**config.mk**
```make
export PLATFORM = sky130hd
export DESIGN_NAME = pipelined_control
export DESIGN_NICKNAME = d
export VERILOG_FILES = /design/src/rtl/pipelined_control.sv
export SDC_FILE = /design/constraint.sdc
export NUM_CORES = 1
export LEC_CHECK = 0
export ABC_AREA = 1
export CAP_MARGIN = 15
export CORE_MARGIN = 2
export CORE_UTILIZATION = 41
export DETAILED_ROUTE_END_ITERATION = 16
export PLACE_DENSITY = 0.81
export SETUP_SLACK_MARGIN = 0.15
export SLEW_MARGIN = 20
export SYNTH_ARGS = -nofsm -noshare
export SYNTH_HDL_FRONTEND = slang
export SYNTH_SLANG_ARGS = --single-unit
```
**constraint.sdc**
```tcl
create_clock -name clk -period 0.8 [get_ports clk]
set_input_delay 0.16 -clock clk [delete_from_list [all_inputs] [get_ports clk]]
set_output_delay 0.16 -clock clk [all_outputs]
set_load 0.03 [all_outputs]
```
**src/rtl/pipelined_control.sv**
```systemverilog
// Pipelined main control: decodes the ID-stage opcode into EX/M/WB bundles and carries them through ID/EX, EX/MEM and MEM/WB.
// Optional saturating illegal-opcode counter is enabled with the PCTRL_ILLCNT_EN macro.
module pipelined_control #(
  parameter int          OPCODE_W  = 6,
  parameter logic        DC_VAL    = 1'b0,
  parameter bit          ADDI_EN   = 1'b1,
  parameter int          ILL_CNT_W = 8
) (
  input  logic                 clk,
  input  logic                 rst_n,
  input  logic [OPCODE_W-1:0]  opcode,
  input  logic                 stall,
  input  logic                 flush,
  output logic [3:0]           ex_ctrl,
  output logic [2:0]           m_ctrl,
  output logic [1:0]           wb_ctrl,
`ifdef PCTRL_ILLCNT_EN
  output logic [ILL_CNT_W-1:0] ill_count,
`endif
  output logic                 illegal_op
);

  localparam logic [OPCODE_W-1:0] OP_RTYPE = OPCODE_W'(6'b000000);
  localparam logic [OPCODE_W-1:0] OP_LW    = OPCODE_W'(6'b100011);
  localparam logic [OPCODE_W-1:0] OP_SW    = OPCODE_W'(6'b101011);
  localparam logic [OPCODE_W-1:0] OP_BEQ   = OPCODE_W'(6'b000100);
  localparam logic [OPCODE_W-1:0] OP_NOP   = OPCODE_W'(6'b100000);
  localparam logic [OPCODE_W-1:0] OP_ADDI  = OPCODE_W'(6'b001000);

  logic [3:0] dec_ex;
  logic [2:0] dec_m;
  logic [1:0] dec_wb;
  logic       dec_ill;

  always_comb begin
    dec_ex  = 4'b0000;
    dec_m   = 3'b000;
    dec_wb  = 2'b00;
    dec_ill = 1'b0;
    unique case (opcode)
      OP_RTYPE: begin
        dec_ex = 4'b1100;
        dec_wb = 2'b10;
      end
      OP_LW: begin
        dec_ex = 4'b0001;
        dec_m  = 3'b010;
        dec_wb = 2'b11;
      end
      OP_SW: begin
        dec_ex = {DC_VAL, 3'b001};
        dec_m  = 3'b001;
        dec_wb = {1'b0, DC_VAL};
      end
      OP_BEQ: begin
        dec_ex = {DC_VAL, 3'b010};
        dec_m  = 3'b100;
        dec_wb = {1'b0, DC_VAL};
      end
      OP_NOP: begin
        dec_ex = 4'b0000;
      end
      OP_ADDI: begin
        if (ADDI_EN) begin
          dec_ex = 4'b0001;
          dec_wb = 2'b10;
        end else begin
          dec_ill = 1'b1;
        end
      end
      default: dec_ill = 1'b1;
    endcase
  end

  // ID/EX
  logic [3:0] idex_ex_q, idex_ex_d;
  logic [2:0] idex_m_q, idex_m_d;
  logic [1:0] idex_wb_q, idex_wb_d;
  logic       idex_ill_q, idex_ill_d;
  // EX/MEM
  logic [2:0] exmem_m_q, exmem_m_d;
  logic [1:0] exmem_wb_q, exmem_wb_d;
  // MEM/WB
  logic [1:0] memwb_wb_q, memwb_wb_d;

  logic bubble;
  assign bubble = stall | flush;

  always_comb begin
    idex_ex_d  = bubble ? 4'b0000 : dec_ex;
    idex_m_d   = bubble ? 3'b000  : dec_m;
    idex_wb_d  = bubble ? 2'b00   : dec_wb;
    idex_ill_d = bubble ? 1'b0    : dec_ill;
    // Flush also kills the bundle already in EX (the wrong-path instruction).
    exmem_m_d  = flush ? 3'b000 : idex_m_q;
    exmem_wb_d = flush ? 2'b00  : idex_wb_q;
    memwb_wb_d = exmem_wb_q;
  end

  always_ff @(posedge clk) begin
    if (!rst_n) begin
      idex_ex_q  <= 4'b0000;
      idex_m_q   <= 3'b000;
      idex_wb_q  <= 2'b00;
      idex_ill_q <= 1'b0;
      exmem_m_q  <= 3'b000;
      exmem_wb_q <= 2'b00;
      memwb_wb_q <= 2'b00;
    end else begin
      idex_ex_q  <= idex_ex_d;
      idex_m_q   <= idex_m_d;
      idex_wb_q  <= idex_wb_d;
      idex_ill_q <= idex_ill_d;
      exmem_m_q  <= exmem_m_d;
      exmem_wb_q <= exmem_wb_d;
      memwb_wb_q <= memwb_wb_d;
    end
  end

  assign ex_ctrl    = idex_ex_q;
  assign illegal_op = idex_ill_q;
  assign m_ctrl     = exmem_m_q;
  assign wb_ctrl    = memwb_wb_q;

`ifdef PCTRL_ILLCNT_EN
  localparam logic [ILL_CNT_W-1:0] ILL_MAX = {ILL_CNT_W{1'b1}};

  logic [ILL_CNT_W-1:0] ill_cnt_q, ill_cnt_d;

  // Counts only opcodes that actually land in ID/EX; saturates rather than wrapping.
  always_comb begin
    ill_cnt_d = ill_cnt_q;
    if (dec_ill && !bubble && (ill_cnt_q != ILL_MAX)) begin
      ill_cnt_d = ill_cnt_q + 1'b1;
    end
  end

  always_ff @(posedge clk) begin
    if (!rst_n) begin
      ill_cnt_q <= '0;
    end else begin
      ill_cnt_q <= ill_cnt_d;
    end
  end

  assign ill_count = ill_cnt_q;
`endif

endmodule
```
==> results of run 1 <==
## routing by layer
layer  part of all wire (%)  routed length (µm)  up-vias
met5                      0                   0        -
met4                      0                   0        0
met3                    6.1                  63        0
met2                     57                 591       15
met1                     37                 382      218
li1                       -                   -      253
## registers in the layout (all words and copies together), names as in the netlist
| register | count |
|---|---|
| ex_ctrl | 3 |
| idex_wb_q | 2 |
| m_ctrl | 3 |
| illegal_op | 1 |
| wb_ctrl | 2 |
| idex_m_q | 3 |
| exmem_wb_q | 2 |
## logic make-up (layout without fill, tap and decap cells)
family	Yosys count	in the layout	synth area share, %
AND/OR/NAND/NOR	37	37	33.85
flip-flops	16	16	56.26
buffers and inverters	14	41	9.891
## worst min path at each step
stage,startpoint,to,slack (ns),cells after the start
after global routing,opcode[1],idex_wb_q[1]$_SDFF_PP0_,0.21,4
final,opcode[1],idex_wb_q[1]$_SDFF_PP0_,0.21,4
after floorplan,rst_n,wb_ctrl[0]$_SDFF_PN0_,0.25,2
after detailed placement,idex_m_q[0]$_SDFF_PP0_,m_ctrl[0]$_SDFF_PP0_,0.40,2
after global placement,idex_wb_q[0]$_SDFF_PP0_,exmem_wb_q[0]$_SDFF_PP0_,0.39,2
after CTS,opcode[5],idex_wb_q[1]$_SDFF_PP0_,0.20,4
## metrics by stage
stage | area (µm²) | setup WS [ns] | total power [W] | setup TNS (ns) | instances
global placement | 789.5 | -0.3947 | 0.0009585 | -4.871 | 105
floorplan | 579.3 | 0.1197 | 0.0008715 | 0 | 67
CTS | 880.8 | -0.1260 | 0.001458 | -1.010 | 109
global route | 859.6 | -0.1507 | 0.001513 | -1.308 | 109
finish | 859.6 | -0.1189 | 0.001447 | -0.9393 | 109
detailed placement | 789.5 | -0.4613 | 0.0009622 | -5.436 | 105
## cells in the final DEF (no fill, tap or decap)
cell	count
buf_6	10
nand2_2	2
dfxtp_2	8
nor2_8	1
inv_1	9
nand2_4	1
clkbuf_4	3
nor2_4	3
nand3_1	3
clkbuf_2	5
nor2_1	12
nand4_1	2
buf_2	3
inv_2	4
dfxtp_1	7
buf_4	5
nand3_2	3
clkbuf_8	1
dfxtp_4	1
nand2_1	8
nor2_2	2
dlygate4sd2_1	1
## timing repair
action                     CTS  global route
setup endpoints to repair   26            13
resized for setup           43            11
pin swaps                   12             8
## cells in the mapped netlist
cell     count  share of area [%]
nor2_1      14                9.2
inv_1       11                7.3
nand3_2      2                3.5
nand4_1      2                2.2
nand3_1      4                3.5
nand2_4      1                2.0
nor2_2       3                3.3
nor2_8       1                3.5
buf_4        1                1.3
inv_2        2                1.3
dfxtp_1     16                 56
nand2_1     10                6.6
## area by class of cell
cell class / count / area (µm²)
Sequential cell: 16 / 334.1
Fill cell: 98 / 441.7
Inverter: 13 / 48.80
Timing Repair Buffer: 24 / 198.9
Tap cell: 15 / 18.77
Multi-Input combinational cell: 37 / 222.7
Clock buffer: 4 / 36.28
## power by group
| group | internal (W) | total, W | switching (W) |
|---|---|---|---|
| sequential | 0.000796 | 0.000797 | 0.00000139 |
| clock | 0.000277 | 0.000509 | 0.000233 |
| combinational | 0.0000595 | 0.000140 | 0.0000809 |
==> flow_summary_export.csv, run 1 <==
group,metric,value,unit
status,violations,"negative setup slack",
clocking,post_cts_buffers,0,
yosys,syn-instance-count,67,
critical_path,worstPathRequired,0.64,ns
global_route,antenna_found_initial,0,
placed_design,gp_congestion,0.7346,
drt,drt-initial-drc-count,1,
drt,detail_route.wl_per_cell,9.514,µm
critical_path,crit_type,"reg2out",
floorplanning,die_x,41.26,µm
clocking,clkSinkCount,16,
sta,finalSetupViolations,10,
floorplanning,dieArea,1702,µm²
cells_and_area,area_delta_synth_final,50.99,%
placed_design,io_buffers,19,
global_route,met3_usage,3.261,%
drt,vias_per_cell,4.459,
global_route,gr-total-overflow,0,
sta,post-route-period-util,114.9,%
sta,worst_pin_slew,0.1842,ns
yosys,yosysUniqueCellTypes,12,
pwr,vdd.ir_drop.worst,0.9360,mV
global_route,met2_usage,28.52,%
pwr,p_leak,0.4121,nW
global_route,use_met1,13.62,%
critical_path,setup.worst_path.start_class,"register",
yosys,yosysSeqAreaShare,56.26,%
critical_path,slowest_delay,0.35,ns
clocking,cts_hold_buffers,0,
clocking,clock_path_buffers,2,
yosys,syn_avg_cell_area,8.497,µm²
yosys,synth_nets,77,
clocking,cts_max_level,1,
critical_path,crit_path_end_kind,"output pin",
critical_path,critPathBufInv,1,
global_route,grt_usage,14.85,%
drt,drtPass1Iterations,2,
drt,vias,486,
clocking,cts_tree,"built",
placed_design,hpwl,775.2,µm
sta,fin_ws,-0.1189,ns
critical_path,cp-startpoint,"ex_ctrl[2]$_SDFF_PP0_",
sta,drv_slew,0,
critical_path,crit_slowest_cell,"dfxtp_4",
job,maxCapViolCount,0,
global_route,grt_first_pass_wirelength,1593,µm
critical_path,reg2reg_depth,2,
worst_hold_path,hold_path.class,"in2reg",
critical_path,cp_max_fo,2,
clocking,cts_inserted_buffers,3,
critical_path,path_depth,1,
critical_path,critical_path.top_delay_family,"flip-flops",
sta,holdWs,0.2071,ns
sta,finalHoldViolations,0,
critical_path,crit_chain,"buf_6",
drt,ant_nets,0,
sta,fmax,1088,MHz
pwr,power.density,1683,nW/µm²
global_route,first_global_vias,445,
floorplanning,fp.dieH,41.26,µm
yosys,ys_seq_elements,16,
drt,route.detailed.drc,0,
cells_and_area,nNetsFinal,105,
clocking,worstSkewPairLatency,0.28,ns
cells_and_area,antenna_cells,0,
yosys,synth_area,569.3,µm²
sta,skew,0.001641,ns
global_route,grt_max_degree,10,
floorplanning,core-area,1301,µm²
floorplanning,top_level_ports,20,
clocking,clk_pin_slew_worst_paths,0.09,ns
critical_path,r2r_start,"idex_m_q[1]$_SDFF_PP0_",
floorplanning,row_count,13,
yosys,synth_warnings,0,
sta,rsz0062_at_grt,"true",
status,outcome,"complete, but fails checks",
critical_path,arrival,0.76,ns
cells_and_area,drive_gt1_share,55.32,%
cells_and_area,final_util,66.06,%
drt,finalWirelength,1037,µm
clocking,cts_root_buf,"clkbuf_4",
critical_path,rrSetupSlack,0.29,ns
critical_path,crit_end,"ex_ctrl[2]",
sta,fin_crit,0.9189,ns
critical_path,reg2reg_to,"m_ctrl[1]$_SDFF_PP0_",
floorplanning,initial_core_util,43.75,%
sta,slew_headroom,87.72,%
global_route,busiest_layer,"met2",
No activity file was read; power rests on OpenSTA's default activity.
==> inputs of run 2 (changes only) <==
- ABC_AREA: 1 -> unset
- CORE_AREA: unset -> 2 2 39 41
- CORE_MARGIN: 2 -> unset
- CORE_UTILIZATION: 41 -> unset
- DIE_AREA: unset -> 0 0 41 43
- DONT_BUFFER_PORTS: unset -> 1
- PLACE_DENSITY: 0.81 -> 0.6
==> run 2 against run 1 <==
The flow finishes with violations (negative hold slack, negative setup slack). Clock skew is 0.00067 ns lower. Final cell count shrank 37%. Synthesized cell count decreased by 30%. Wire length fell by 12%. Worst hold slack worse by 0.27 ns. Clock power is 18% lower. Die area is 3.6% higher. Critical path depth rose by 2. Largest cell class unchanged.
==> flow_summary_export.csv, run 2 <==
group,metric,value,unit
sta,post-route-period-util,117.2,%
sta,finalSetupViolations,13,
sta,slew_headroom,69.88,%
global_route,grt_max_degree,10,
critical_path,slowest_delay,0.41,ns
global_route,first_global_vias,354,
critical_path,critPathBufInv,0,
sta,holdWs,-0.06687,ns
critical_path,crit_chain,"or3b_4, or3_4, nor3_2",
yosys,synth_area,516.7,µm²
yosys,ys_seq_elements,16,
floorplanning,dieArea,1763,µm²
critical_path,arrival,1.13,ns
yosys,synth_nets,57,
clocking,cts_tree,"built",
floorplanning,fp.dieH,43,µm
critical_path,cp_max_fo,3,
yosys,synth_top_area_share,61.99,%
yosys,synth_warnings,0,
drt,route.detailed.drc,0,
floorplanning,core-area,1384,µm²
placed_design,dpl_cell_area,549.3,µm²
yosys,synthTopCellsByArea,"dfxtp_1 62%, and2_1 8.5%, nor3_1 5.8%",
sta,rsz0062_at_grt,"true",
global_route,met3_usage,5.759,%
cells_and_area,layout_common_cells,"9 x dfxtp_4, 7 x and2_1, 7 x dfxtp_1",
yosys,synth-main-ff-cell,"dfxtp_1",
floorplanning,initial_core_util,37.34,%
global_route,met2_usage,19.06,%
critical_path,crit_type,"in2reg",
yosys,syn-instance-count,47,
sta,fin_tns_setup,-0.7740,ns
worst_hold_path,hold_path.class,"in2reg",
cells_and_area,area_delta_synth_final,29.30,%
cells_and_area,multi_input_area,240.2,µm²
critical_path,worstPathRequired,1.00,ns
sta,worst_pin_slew,0.4484,ns
sta,skew,0.0009707,ns
placed_design,io_buffers,0,
drt,ant_nets,0,
clocking,worstSkewPairLatency,0.27,ns
cells_and_area,layout_commonest_cell,"dfxtp_4",
yosys,yosysMostFrequentCell,"dfxtp_1",
yosys,postSynth.asyncResetShare,0,%
drt,vias_per_cell,5.217,
status,violations,"negative hold slack, negative setup slack",
clocking,cts_root_buf,"clkbuf_4",
critical_path,crit_path_end_kind,"register",
clocking,post_cts_buffers,0,
global_route,antenna_found_initial,0,
cells_and_area,regArea,354.1,µm²
floorplanning,die_x,41,µm
pwr,vdd.ir_drop.worst,0.7243,mV
yosys,yosysSeqAreaShare,61.99,%
clocking,clk_pin_slew_worst_paths,0.08,ns
cells_and_area,finalInstanceArea,668.1,µm²
sta,finalHoldViolations,5,
yosys,yosysUniqueCellTypes,17,
global_route,use_met1,12.54,%
global_route,grt_first_pass_wirelength,1462,µm
drt,drt-initial-drc-count,5,
critical_path,crit_slowest_cell,"or3_4",
drt,finalWirelength,911,µm
yosys,synth_common_cells,"16 x dfxtp_1, 7 x and2_1, 6 x nor3_1",
global_route,grt_usage,13.26,%
cells_and_area,nNetsFinal,64,
drt,detail_route.wl_per_cell,13.20,µm
drt,drtPass1Iterations,4,
sta,fin_crit,0.9376,ns
job,maxCapViolCount,0,
global_route,busiest_layer,"met2",
cells_and_area,n_fill_cell,130,
floorplanning,top_level_ports,20,
clocking,clock_path_buffers,2,
sta,drv_slew,0,
placed_design,gp_congestion,0.6924,
yosys,synth_top_cell_by_area,"dfxtp_1",
status,outcome,"complete, but fails checks",
clocking,cts_max_level,1,
global_route,gr-total-overflow,0,
critical_path,critical_path.top_delay_family,"simple AND/OR/NAND/NOR gates",
cells_and_area,antenna_cells,0,
cells_and_area,drive_gt1_share,45.28,%
critical_path,setup.worst_path.start_class,"primary input",
clocking,clkSinkCount,16,
pwr,p_leak,0.2341,nW
floorplanning,row_count,14,
sta,fmax,1067,MHz
yosys,synth_edf_count,0,
yosys,syn_avg_cell_area,10.99,µm²
sta,fin_ws,-0.1376,ns
drt,vias,360,
clocking,cts_inserted_buffers,3,
pwr,power.density,1867,nW/µm²
[run 2: cell types whose count changed in the layout (fill, tap and decap cells not counted), sizes merged, moves of 4 or more]
cell    before  now
nand3        6    2
and2         0    7
nor2        18    1
clkbuf       9    4
buf         18    1
nor3         0    6
inv         13    0
nand2       11    0
[run 2: worst paths after layout]
kind                            start               endpoint  slack [ns]  depth (start not counted)
max                             flush  ex_ctrl[2]$_SDFF_PP0_       -0.14                          3
min                         opcode[4]  ex_ctrl[1]$_SDFF_PP0_       -0.07                          1
max reg2reg  exmem_wb_q[0]$_SDFF_PP0_  wb_ctrl[0]$_SDFF_PN0_        0.26                          1
min reg2reg    idex_m_q[2]$_SDFF_PP0_   m_ctrl[2]$_SDFF_PP0_        0.43                          1
[run 2: per-stage QoR]
stage          setup WS [ns]  std cells  utilization, %  total power [W]  hold WS, ns
6_report             -0.1376         69           48.28         0.001247     -0.06687
5_1_grt              -0.1361         69           48.28         0.001312     -0.08311
4_1_cts              -0.1066         67           45.66         0.001253     -0.07825
3_5_place_dp         -0.3817         63           39.69        0.0008603       0.2386
3_3_place_gp         -0.4159         63           39.69        0.0008598       0.2342
2_1_floorplan        -0.3649         47               -        0.0008527       0.2264
[run 2: where the power goes]
group | internal (W) | switching, W
logic | 0.0000328 | 0.0000224
registers | 0.000770 | 0.00000666
clock network | 0.000193 | 0.000222
[run 2: timing repair]
| item | CTS | global route |
|---|---|---|
| pin swaps | 1 | 1 |
| resized for setup | 21 | 3 |
| hold endpoints to repair | 7 | 7 |
| endpoints found under the setup margin | 14 | 15 |
[run 2: cell families after synthesis]
family	count (synthesis)	synth area share [%]
and+or+nand+nor	27	32.69
DFF	16	61.99
buffers and inverters	1	1.453
adders and majority gates	1	1.937
AOI/OAI and AO/OA	2	1.935
[run 2: per-layer routing]
metal  up-vias  routed length (µm)
met2        15                 504
li1        178                   -
met1       165                 307
met3         2                  79
met4         0                  19
met5         -                   0
[run 2: area by class of cell]
class | instances | area share, %
Tap cell | 16 | 2.996
Timing Repair Buffer | 3 | 4.120
Clock buffer | 4 | 3.933
Sequential cell | 16 | 53.00
Multi-Input combinational cell | 30 | 35.95
